[src/rtl/nanov_fetch_pkg.sv]
// nanov_fetch_pkg: shared types and constants for the bit-serial core's fetch
// sequencer.
//   fetch_state_t : sequencer states IDLE -> CMD -> ADDR -> FETCH -> EXEC
//   OP_*          : opcode[6:2] values that need a second execute cycle
//   DEFAULT_READ_CMD : SPI flash "read data" command byte
//   last_cycle()  : index of the final execute cycle for an instruction
package nanov_fetch_pkg;

    typedef enum logic [2:0] {
        IDLE  = 3'd0,
        CMD   = 3'd1,
        ADDR  = 3'd2,
        FETCH = 3'd3,
        EXEC  = 3'd4
    } fetch_state_t;

    localparam logic [4:0] OP_ALU_IMM = 5'b00100;
    localparam logic [4:0] OP_ALU     = 5'b01100;
    localparam logic [4:0] OP_STORE   = 5'b01000;

    localparam logic [7:0] DEFAULT_READ_CMD = 8'h03;

    // Shifts (funct3[1:0]=01 on ALU ops) and stores take two 32-clk cycles;
    // everything else completes in one.
    function automatic logic [2:0] last_cycle(input logic [4:0] op,
                                              input logic [1:0] f3_lo);
        if ((op == OP_ALU_IMM || op == OP_ALU) && f3_lo == 2'b01)
            return 3'd1;
        if (op == OP_STORE)
            return 3'd1;
        return 3'd0;
    endfunction

endpackage

[src/rtl/nanov_spi_shifter.sv]
// nanov_spi_shifter: SPI flash link for the fetch sequencer.
// Sends {READ_CMD, addr} MSB-first after a start, then keeps chip select low
// so the flash keeps streaming; receive bits are placed so that a byte-serial,
// MSB-first stream lands as a little-endian 32-bit word.
//   clk, rst    : core clock, async active-high reset
//   start       : begin a new read at addr (cs_n falls on the next edge)
//   abort       : end the current read (cs_n rises on the next edge)
//   sck_run     : clock the flash this cycle
//   addr        : byte address captured on start
//   rx_en/rx_idx: sample spi_miso as stream bit rx_idx this cycle
//   spi_*       : flash pins (mosi, cs_n, SCK gate)
//   rx_word     : receive buffer including this cycle's bit
module nanov_spi_shifter
    import nanov_fetch_pkg::*;
#(
    parameter logic [7:0] READ_CMD = DEFAULT_READ_CMD
) (
    input  logic        clk,
    input  logic        rst,
    input  logic        start,
    input  logic        abort,
    input  logic        sck_run,
    input  logic [23:0] addr,
    input  logic        rx_en,
    input  logic [4:0]  rx_idx,
    input  logic        spi_miso,
    output logic        spi_mosi,
    output logic        spi_cs_n,
    output logic        spi_sck_en,
    output logic [31:0] rx_word
);

    logic [31:0] tx_sr;
    logic [31:0] fetch_buf;
    logic        cs_n_q;

    always_ff @(posedge clk or posedge rst) begin
        if (rst) begin
            cs_n_q    <= 1'b1;
            tx_sr     <= '0;
            fetch_buf <= '0;
        end else begin
            if (abort) begin
                cs_n_q <= 1'b1;
                tx_sr  <= '0;
            end else if (start) begin
                cs_n_q <= 1'b0;
                tx_sr  <= {READ_CMD, addr};
            end else if (sck_run && !cs_n_q) begin
                // Zeros shift in behind the header, so mosi idles low while
                // data streams back.
                tx_sr <= {tx_sr[30:0], 1'b0};
            end
            if (rx_en)
                fetch_buf <= rx_word;
        end
    end

    // Stream bit j is bit (7 - j%8) of byte j/8; byte k belongs at [8k+7:8k].
    always_comb begin
        rx_word = fetch_buf;
        if (rx_en)
            rx_word[{rx_idx[4:3], ~rx_idx[2:0]}] = spi_miso;
    end

    assign spi_cs_n   = cs_n_q;
    assign spi_sck_en = sck_run & ~cs_n_q;
    assign spi_mosi   = tx_sr[31] & ~cs_n_q;

endmodule

[src/rtl/nanov_fetch_sequencer.sv]
// nanov_fetch_sequencer: fetches instructions from SPI flash and sequences the
// bit-serial core's execute phase (cycle/counter/shift strobe), redirecting on
// branch at the end of each instruction.
//   clk, rst        : core clock (also flash SCK when gated), async active-high reset
//   spi_*           : flash interface (see nanov_spi_shifter)
//   branch, branch_target : redirect request, sampled only at end of execute
//   instr, cycle, counter, shift_data_out, pc : execute-phase drive to the core
// Build option NANOV_FETCH_PREFETCH_EN: stream the next word during the last
// execute cycle so sequential instructions issue back-to-back.
module nanov_fetch_sequencer
    import nanov_fetch_pkg::*;
#(
    parameter logic [23:0] RESET_ADDR = 24'h000000,
    parameter logic [7:0]  READ_CMD   = DEFAULT_READ_CMD
) (
    input  logic        clk,
    input  logic        rst,
    input  logic        spi_miso,
    output logic        spi_mosi,
    output logic        spi_cs_n,
    output logic        spi_sck_en,
    input  logic        branch,
    input  logic [23:0] branch_target,
    output logic [31:0] instr,
    output logic [2:0]  cycle,
    output logic [4:0]  counter,
    output logic        shift_data_out,
    output logic [23:0] pc
);

`ifdef NANOV_FETCH_PREFETCH_EN
    localparam logic PREFETCH = 1'b1;
`else
    localparam logic PREFETCH = 1'b0;
`endif

    fetch_state_t state;
    logic [4:0]   step;      // bit index within CMD/ADDR/FETCH
    logic [2:0]   last_cyc;
    logic         exec_last;
    logic         exec_end;
    logic         sck_run;
    logic         rx_en;
    logic [4:0]   rx_idx;
    logic [31:0]  rx_word;

    assign last_cyc  = last_cycle(instr[6:2], instr[13:12]);
    assign exec_last = (state == EXEC) && (cycle == last_cyc);
    assign exec_end  = exec_last && (counter == 5'd31);

    // With prefetch the last execute cycle doubles as the fetch of the next
    // word, using counter as the stream bit index.
    assign sck_run = (state == CMD) || (state == ADDR) || (state == FETCH) ||
                     (PREFETCH && exec_last);
    assign rx_en   = (state == FETCH) || (PREFETCH && exec_last);
    assign rx_idx  = (state == FETCH) ? step : counter;

    assign shift_data_out = (state == EXEC) && (instr[6:2] == OP_STORE) &&
                            (cycle == 3'd1);

    nanov_spi_shifter #(.READ_CMD(READ_CMD)) u_spi (
        .clk        (clk),
        .rst        (rst),
        .start      (state == IDLE),
        .abort      (exec_end && branch),
        .sck_run    (sck_run),
        .addr       (pc),
        .rx_en      (rx_en),
        .rx_idx     (rx_idx),
        .spi_miso   (spi_miso),
        .spi_mosi   (spi_mosi),
        .spi_cs_n   (spi_cs_n),
        .spi_sck_en (spi_sck_en),
        .rx_word    (rx_word)
    );

    always_ff @(posedge clk or posedge rst) begin
        if (rst) begin
            state   <= IDLE;
            step    <= '0;
            instr   <= '0;
            cycle   <= '0;
            counter <= '0;
            pc      <= RESET_ADDR;
        end else begin
            case (state)
                IDLE: begin
                    state <= CMD;
                    step  <= '0;
                end
                CMD: begin
                    if (step == 5'd7) begin
                        state <= ADDR;
                        step  <= '0;
                    end else begin
                        step <= step + 5'd1;
                    end
                end
                ADDR: begin
                    if (step == 5'd23) begin
                        state <= FETCH;
                        step  <= '0;
                    end else begin
                        step <= step + 5'd1;
                    end
                end
                FETCH: begin
                    if (step == 5'd31) begin
                        instr   <= rx_word;
                        state   <= EXEC;
                        cycle   <= '0;
                        counter <= '0;
                        step    <= '0;
                    end else begin
                        step <= step + 5'd1;
                    end
                end
                EXEC: begin
                    counter <= counter + 5'd1;
                    if (counter == 5'd31) begin
                        if (cycle < last_cyc) begin
                            cycle <= cycle + 3'd1;
                        end else begin
                            cycle <= '0;
                            if (branch) begin
                                // Redirect restarts the read; the shifter
                                // holds cs_n high through IDLE.
                                pc    <= branch_target & 24'hFFFFFC;
                                state <= IDLE;
                            end else begin
                                pc <= pc + 24'd4;
                                if (PREFETCH)
                                    instr <= rx_word;
                                else
                                    state <= FETCH;
                            end
                        end
                    end
                end
                default: state <= IDLE;
            endcase
        end
    end

endmodule

[config.mk]
export PLATFORM = sky130hd
export DESIGN_NAME = nanov_fetch_sequencer
export DESIGN_NICKNAME = d
export VERILOG_FILES = /design/src/rtl/nanov_fetch_pkg.sv /design/src/rtl/nanov_spi_shifter.sv /design/src/rtl/nanov_fetch_sequencer.sv
export SDC_FILE = /design/constraint.sdc
export NUM_CORES = 1
export LEC_CHECK = 0
export ABC_AREA = 1
export BUFFER_PORTS_ARGS = -buffer_cell sky130_fd_sc_hd__buf_4
export CAP_MARGIN = 30
export CORE_ASPECT_RATIO = 0.8
export CORE_MARGIN = 2
export CORE_UTILIZATION = 42
export CTS_CLUSTER_DIAMETER = 120
export DETAILED_ROUTE_END_ITERATION = 7
export PLACE_DENSITY_LB_ADDON = 0.15
export SYNTH_ARGS = -nofsm -noshare
export SYNTH_HDL_FRONTEND = slang
export SYNTH_SLANG_ARGS = --single-unit
export TNS_END_PERCENT = 5
[constraint.sdc]
create_clock -name clk -period 12.65 [get_ports clk]
set_clock_uncertainty 0.2 [all_clocks]
set_input_delay 1.265 -clock clk [delete_from_list [all_inputs] [get_ports clk]]
set_output_delay 1.265 -clock clk [all_outputs]
set_load 0.02 [all_outputs]
==> impl_metrics.json, run 1 <==
{
  "crit_path_start_kind": "primary input",
  "grt_pass1_wl_um": 32160,
  "synth-edff-count": 0,
  "synth_cell_types": 39,
  "post-route-period-util": 0.3115,
  "seqPwrFrac": 0.429,
  "synth_ff_type": "dfrtp_1",
  "synth_seq_cells": 135,
  "slew-limit-headroom": 0.3164,
  "p_int_uw": 816.9,
  "setup_viol": 0,
  "crit_fanout": 32,
  "tightestPinTransition_ns": 1.024,
  "ios": 96,
  "postCtsResizedCells": 0,
  "clkPwrFrac": 0.510,
  "final-hold-violation-count": 0,
  "gp_congestion": 0.8263,
  "p_leak_uw": 0.004547,
  "fmax_mhz": 253.8,
  "gr-usage-all-layers": 0.2145,
  "drt-wirelength-per-cell_um": 14.85,
  "cts_buffer_depth": 2,
  "route.detailed.drc": 0,
  "period_minus_slack_ns": 3.941,
  "power_switching_uw": 234.8,
  "antenna_found_initial": 0,
  "fin_nets": 1110,
  "status": "finished clean",
  "synth_area_sq_um": 7452,
  "core_region_area_sq_um": 17380,
  "timing.setup.tns_ns": 0,
  "synth_seq_area_share": 0.4535,
  "synth_warnings": 0,
  "cts_sinks": 135,
  "path_clk_slew_ns": 0.06,
  "async_reset_ff_frac": 1.000,
  "grt_pass1_vias": 6126,
  "n_antenna_cell": 0,
  "first_pass_iters": 6,
  "clk-insertion-delay-late_ns": 0.43,
  "fillCellCount": 1699,
  "cts_max_level": 4,
  "required_ns": 12.72,
  "irDropWorstVdd_uv": 75.58,
  "finalWirelength_um": 19470,
  "grt_max_degree": 73,
  "swShare": 0.2232,
  "comb_power_share": 0.061,
  "slew_violations": 0,
  "areaGrowthSynthToFinish_pct": 19.22,
  "criticalPathCategory": "in2reg",
  "clock-root-buffer": "clkbuf_16",
  "dpl.hpwl_um": 12930,
  "dp.cells": 1280,
  "rows": 43,
  "die-area_sq_um": 18830,
  "vias_per_cell": 5.113,
  "initialDrtViolationCount": 616,
  "avgSynthCellArea_sq_um": 7.430,
  "vias": 6703,
  "rsz0062_at_grt": "false",
  "die_y_um": 123.1,
  "arrival_ns": 4.01,
  "die_w_um": 152.9,
  "synthesis.instances": 1003,
  "cts_buffers": 17,
  "postCtsSetupBuffers": 0,
  "grt_overflow": 0,
  "portBuffers": 91,
  "cts_hold_buf": 0,
  "ant_nets": 0,
  "start_util": 0.4288,
  "critPathCaptureType": "flip-flop",
  "maxCapViolCount": 0,
  "cts_tree": "done",
  "hp-class": "reg2reg",
  "power-per-cell-area_nw_per_um2": 118.4,
  "cp_cell_sequence": "buf_4, inv_1, nor3_1, nand4_4, nand3_2, inv_2, o21ai_0",
  "drive_above_1_share": 0.1529,
  "crit_buf_inv": 3,
  "critical-path-max-stage-delay_ns": 0.76,
  "finalNonFillerCells": 1311,
  "critPathTopFamily": "buffers and inverters",
  "cpMaxStageDelayCell": "inv_1"
}
final cells by class:
type,instances,area (sq um),share of cell area
tap,225,281.5,0.03169
clock buffer,24,491.7,0.05534
multi-input combinational,709,3408,0.3836
clock inverter,7,141.4,0.01591
inverter,115,441.7,0.04971
timing repair buffer,96,740.7,0.08337
sequential,135,3379,0.3804
cell usage after synthesis (7+ instances only):
master	instances	area (sq um)
nand2_1	327	1227
buf_4	11	82.58
nand3_1	149	745.7
clkbuf_1	22	82.58
o22ai_1	12	75.07
ha_1	8	100.1
nor2_1	53	198.9
buf_2	7	35.03
o211ai_1	13	97.59
o21ai_0	66	330.3
dfrtp_1	134	3353
inv_1	108	405.4
o21ai_1	9	45.04
a21oi_1	15	75.07
routing by layer:
metal	GRT usage	up-vias	part of all wire
li1	-	3372	-
met1	0.3462	3131	0.54
met2	0.2867	176	0.40
met3	0.04206	24	0.050
met4	0.05729	0	0.012
met5	0	-	0
registers in the layout, indices dropped and copies added, names as in the netlist:
name,flops
counter,5
cycle,3
instr,32
pc,22
state,3
step,5
u_spi.fetch_buf,32
u_spi.spi_cs_n,1
u_spi.tx_sr,32
cell usage in the layout, fill, tap and decap left out, drive strengths merged:
cell type / netlist / layout
bufinv: 0 / 4
dfrtp: 134 / 134
nand2: 337 / 337
o22ai: 12 / 12
o21ai: 75 / 75
conb: 1 / 2
nor2: 69 / 69
o311ai: 1 / 1
o41ai: 1 / 1
a31oi: 1 / 1
buf: 23 / 96
inv: 115 / 115
clkinv: 0 / 2
nand3: 152 / 152
a21oi: 15 / 15
clkbuf: 22 / 24
o211ai: 13 / 13
nor3: 6 / 6
o21bai: 1 / 1
xor2: 3 / 3
clkinvlp: 0 / 1
a22oi: 3 / 3
ha: 8 / 8
dfstp: 1 / 1
nand3b: 2 / 2
and2: 1 / 1
or2: 2 / 2
nand4: 5 / 5
power groups by stage:
stage	logic, uW	clock network [uW]	registers [uW]
floorplan	31.5	0	465
global placement	62.9	0	458
detailed placement	64.6	0	458
CTS	64.9	544	451
global route	72.4	564	452
finish	64.0	537	451
metrics by stage:
stage          utilization  hold WS (ns)  power (uW)  area (sq um)  setup WS [ns]
2_1_floorplan            -        0.2491       496.1          7456          7.576
3_3_place_gp        0.4733        0.2608       520.8          8224          8.422
3_5_place_dp        0.4748        0.2653       522.9          8252          8.323
4_1_cts             0.5113        0.2816        1059          8885          8.763
5_1_grt             0.5113        0.2898        1088          8885          8.450
6_report            0.5113        0.2758        1052          8885          8.709
worst min-delay path, cell delays in order, from the launching register on:
cell and delay [ns]:
dfrtp_1 0.34, nand2_1 0.05, nand2_1 0.05
cells by family after synthesis:
kind of cell	Yosys count	share of synthesized area
other	1	0.0005032
buffers and inverters	160	0.08999
adder cells (fa/ha/maj)	8	0.01343
flip-flops	135	0.4535
AND/OR/NAND/NOR	574	0.3482
AO/OA/AOI/OAI	122	0.09083
XOR/XNOR	3	0.003527
worst paths after layout:
kind / from / to / slack (ns) / cells after the start
setup / recovery: branch / u_spi.tx_sr[19] / 8.71 / 7
hold / removal: instr[0] / instr[0] / 0.28 / 2
setup reg to reg: instr[2] / u_spi.tx_sr[19] / 9.53 / 10
hold reg to reg: instr[0] / instr[0] / 0.28 / 2
max in group asynchronous: rst / u_spi.tx_sr[5] / 10.20 / 3
min in group asynchronous: rst / u_spi.tx_sr[23] / 0.74 / 2
Power figures use the tool's default switching activity.
==> inputs of run 2 (changes only) <==
- clock period: 12.65 -> 3.37 ns (I/O delays scaled with it)
==> impl_metrics.json, run 2 (synthesized netlist as in run 1, its figures left out) <==
{
  "portBuffers": 91,
  "die-area_sq_um": 18830,
  "required_ns": 3.45,
  "final_cell_mix": "327 x nand2_1, 149 x nand3_1, 134 x dfrtp_1, 107 x inv_1, 101 x buf_4",
  "seqPwrFrac": 0.430,
  "cts_buffers": 17,
  "place_area_sq_um": 8288,
  "mostFrequentLayoutCell": "nand2_1",
  "first_pass_iters": 5,
  "criticalPathCategory": "reg2reg",
  "r2r_start": "instr[2]",
  "cts_buffer_depth": 2,
  "drt-wirelength-per-cell_um": 14.68,
  "fin_nets": 1118,
  "clock-root-buffer": "clkbuf_16",
  "period_minus_slack_ns": 2.551,
  "route.detailed.drc": 0,
  "rsz0062_at_grt": "false",
  "grt_pass1_vias": 6242,
  "areaGrowthSynthToFinish_pct": 19.96,
  "hp-class": "in2reg",
  "slew_violations": 0,
  "startpoint": "instr[2]",
  "dpl.hpwl_um": 12970,
  "pre_cts_slack_ns": 0.8125,
  "maxCapViolCount": 0,
  "irDropWorstVdd_uv": 291.2,
  "post-route-period-util": 0.7570,
  "rows": 43,
  "crit_fanout": 26,
  "hold_start": "branch_target[11]",
  "worst_slack_ns": 0.8190,
  "slew-limit-headroom": 0.5123,
  "initialDrtViolationCount": 490,
  "n_antenna_cell": 0,
  "vias": 6688,
  "setup_viol": 0,
  "clkPwrFrac": 0.509,
  "reg_top3": "instr x32, u_spi.fetch_buf x32, u_spi.tx_sr x32",
  "tightestPinTransition_ns": 0.7316,
  "core_region_area_sq_um": 17380,
  "ios": 96,
  "arrival_ns": 2.63,
  "gp_congestion": 0.8286,
  "swShare": 0.2306,
  "die_w_um": 152.9,
  "vias_per_cell": 5.067,
  "status": "finished clean",
  "p_leak_uw": 0.004573,
  "hold_depth": 5,
  "gr-usage-all-layers": 0.2164,
  "cts_max_level": 4,
  "postCtsSetupBuffers": 0,
  "cts_sinks": 135,
  "final-hold-violation-count": 0,
  "timing.setup.tns_ns": 0,
  "start_util": 0.4288,
  "grt_max_degree": 136,
  "die_y_um": 123.1,
  "finalWirelength_um": 19380,
  "antenna_found_initial": 0,
  "cts_tree": "done",
  "comb_power_share": 0.061,
  "grt_pass1_wl_um": 32400,
  "ant_nets": 0,
  "r2r_cells": 8,
  "grt_overflow": 0,
  "power-per-cell-area_nw_per_um2": 440.4,
  "clk-insertion-delay-late_ns": 0.42,
  "critPathCaptureType": "flip-flop",
  "drive_above_1_share": 0.1598,
  "stdcell_area_sq_um": 8940,
  "crit_path_start_kind": "flip-flop",
  "path_clk_slew_ns": 0.06,
  "fmax_mhz": 392.0,
  "p_int_uw": 3029,
  "power_switching_uw": 908.0
}
-- run 2: cell types whose count changed in the layout (fill, tap and decap cells not counted), sizes merged --
cell	change
buf	+6
clkbuf	-4
clkinv	+3
clkinvlp	+3
dlygate4sd3	+2
inv	-1
-- run 2: layout make-up --
class / count / area [sq um]
clock buffer: 20 / 456.7
clock inverter: 12 / 175.2
fill: 1723 / 8438
inverter: 115 / 440.4
multi-input combinational: 709 / 3408
sequential: 135 / 3379
tap: 225 / 281.5
timing repair buffer: 104 / 798.3
-- run 2: power groups by stage --
stage	combinational (uW)	sequential, uW	clock [uW]
4_1_cts	244	1690	2040
3_5_place_dp	242	1720	0
5_1_grt	273	1700	2120
2_1_floorplan	119	1740	0
3_3_place_gp	238	1720	0
6_report	240	1690	2010
-- run 2: worst paths after layout --
kind / slack (ns) / end
worst max-delay path: 0.82 / u_spi.tx_sr[15]
worst min-delay path: 0.03 / pc[11]
worst max register to register: 0.82 / u_spi.tx_sr[15]
worst min register to register: 0.28 / u_spi.fetch_buf[2]
max in group asynchronous: 1.95 / pc[13]
min in group asynchronous: 0.50 / u_spi.tx_sr[31]
-- run 2: what timing repair did --
action                                 CTS  global route
hold buffers                             2             0
resized for setup                        0             0
endpoints found under the hold margin   56             0
-- run 2: metal layers --
metal / vias up / part of all wire / track usage
li1: 3392 / - / -
met2: 184 / 0.41 / 0.2960
met1: 3102 / 0.52 / 0.3422
met5: - / 0 / 0
met3: 10 / 0.057 / 0.04697
met4: 0 / 0.0059 / 0.05613
-- run 2: metrics by stage --
stage	util	power [uW]	hold WS (ns)	instances
final	0.5144	3937	0.02631	1320
after global placement	0.4769	1958	0.2625	1286
after global routing	0.5144	4091	0.04502	1320
after detailed placement	0.4769	1962	0.2652	1286
after CTS	0.5144	3972	0.01382	1320
after floorplan	-	1863	0.2491	1004
-- run 2: critical path, cell delays in order, from the launching register on --
cell	delay (ns)
dfrtp_1	0.41
nor2_1	0.17
inv_1	0.08
o41ai_1	0.29
ha_1	0.33
nand4_4	0.29
nand3_2	0.13
inv_2	0.35
o21ai_0	0.17
==> inputs of run 3 (changes only) <==
- clock period: 3.37 -> 2.7 ns (I/O delays scaled with it)
==> impl_metrics.json, run 3 (synthesized netlist as in run 1, its figures left out) <==
{
  "status": "finished clean",
  "r2r_end": "u_spi.tx_sr[15]",
  "crit_buf_inv": 3,
  "ant_nets": 0,
  "critPathCaptureType": "output pin",
  "critPathTopFamily": "simple AND/OR/NAND/NOR gates",
  "core_region_area_sq_um": 17380,
  "slew_violations": 0,
  "n_antenna_cell": 0,
  "stdcell_area_sq_um": 9131,
  "fin_nets": 1135,
  "areaGrowthSynthToFinish_pct": 22.53,
  "grt_overflow": 0,
  "multi_input_area_sq_um": 3408,
  "die-area_sq_um": 18830,
  "path_common_cell": "buf_4",
  "hold_depth": 5,
  "grt_pass1_vias": 6077,
  "start_util": 0.4288,
  "dpl.hpwl_um": 12870,
  "rows": 43,
  "criticalPathCategory": "reg2out",
  "endpoint": "shift_data_out",
  "finalWirelength_um": 19600,
  "clock-root-buffer": "clkbuf_16",
  "final-hold-violation-count": 0,
  "cts_buffers": 17,
  "initialDrtViolationCount": 561,
  "first_pass_iters": 5,
  "cp.depth": 6,
  "final_cell_mix": "327 x nand2_1, 149 x nand3_1, 134 x dfrtp_1, 107 x inv_1, 104 x buf_4",
  "worst_slack_ns": 0.1916,
  "maxCapViolCount": 0,
  "irDropWorstVdd_uv": 347.6,
  "postCtsResizedCells": 0,
  "portBuffers": 91,
  "path_clk_slew_ns": 0.06,
  "power-per-cell-area_nw_per_um2": 543.2,
  "finalNonFillerCells": 1337,
  "grt_max_degree": 79,
  "cts_tree": "done",
  "p_leak_uw": 0.004655,
  "hp-class": "in2reg",
  "die_y_um": 123.1,
  "ios": 96,
  "antenna_found_initial": 0,
  "grt_pass1_wl_um": 32450,
  "rsz0062_at_grt": "false",
  "mostFrequentLayoutCell": "nand2_1",
  "slew-limit-headroom": 0.5705,
  "cts_sinks": 135,
  "fmax_mhz": 398.7,
  "r2r_start": "instr[2]",
  "startpoint": "state[2]",
  "drt-wirelength-per-cell_um": 14.66,
  "fillCellCount": 1683,
  "setup_viol": 0,
  "cpMaxStageDelayCell": "dfrtp_1",
  "arrival_ns": 2.04,
  "crit_path_start_kind": "flip-flop",
  "critical-path-max-stage-delay_ns": 0.52,
  "period_minus_slack_ns": 2.508,
  "post-route-period-util": 0.9290,
  "rrSetupSlack_ns": 0.31,
  "die_w_um": 152.9,
  "drive_above_1_share": 0.1628,
  "cts_max_level": 4,
  "dp.cells": 1291,
  "clk-insertion-delay-late_ns": 0.42,
  "place_area_sq_um": 8351,
  "crit_fanout": 12,
  "gr-usage-all-layers": 0.2169,
  "required_ns": 2.23,
  "tightestPinTransition_ns": 0.6434,
  "cp_cell_sequence": "inv_2, buf_4, nor2_4, nand3_1, nor2_1, buf_4",
  "cts_buffer_depth": 2,
  "vias": 6782,
  "vias_per_cell": 5.073,
  "route.detailed.drc": 0,
  "r2r_cells": 8,
  "reg_top3": "instr x32, u_spi.fetch_buf x32, u_spi.tx_sr x32",
  "gp_congestion": 0.8424,
  "timing.setup.tns_ns": 0,
  "power_uw": 4960,
  "pre_cts_slack_ns": 0.3158,
  "area.sequential_sq_um": 3379
}
run 3: final cells by class:
type | count | share of cell area
Clock buffer | 20 | 0.05111
Timing Repair Buffer | 121 | 0.1074
Tap cell | 225 | 0.03083
Sequential cell | 135 | 0.3701
Inverter | 115 | 0.04823
Multi-Input combinational cell | 709 | 0.3733
Clock inverter | 12 | 0.01905
run 3: how the worst min path moves through the flow:
stage                                  from       to  slack, ns
after global placement                  rst  step[1]       0.12
after CTS                 branch_target[23]   pc[23]      0.003
final                     branch_target[17]   pc[17]       0.01
after floorplan            branch_target[3]    pc[3]       0.23
after global routing      branch_target[23]   pc[23]       0.03
after detailed placement                rst  step[1]       0.12
run 3: power by group:
group / total (uW) / internal, uW / switching, uW
Combinational: 318 / 126 / 192
Sequential: 2110 / 2080 / 33.7
Clock: 2530 / 1610 / 916
Total: 4960 / 3820 / 1140
run 3: worst reg2reg max path, delay by kind of cell (launching register included):
family | cells | cell delay (ns)
AOI/OAI and AO/OA | 2 | 0.45
DFF | 1 | 0.39
and+or+nand+nor | 3 | 0.46
adders and majority gates | 1 | 0.32
buffers and inverters | 2 | 0.42
run 3: routing by layer:
metal	part of all wire	up-vias	routed length, um	GRT usage
met3	0.061	14	1191	0.05117
met5	0	-	0	0
li1	-	3429	-	-
met1	0.52	3170	10190	0.3360
met2	0.41	169	8040	0.3010
met4	0.0091	0	178	0.05787
run 3: repair_timing:
action,in CTS,in global routing
endpoints found under the hold margin,30,0
setup buffers,0,0
hold buffers,14,0
run 3: metrics by stage:
step                hold WS (ns)  utilization
floorplan                 0.2283            -
global placement          0.1219       0.4805
detailed placement        0.1240       0.4805
CTS                     0.002591       0.5255
global route             0.03487       0.5255
finish                   0.01344       0.5255
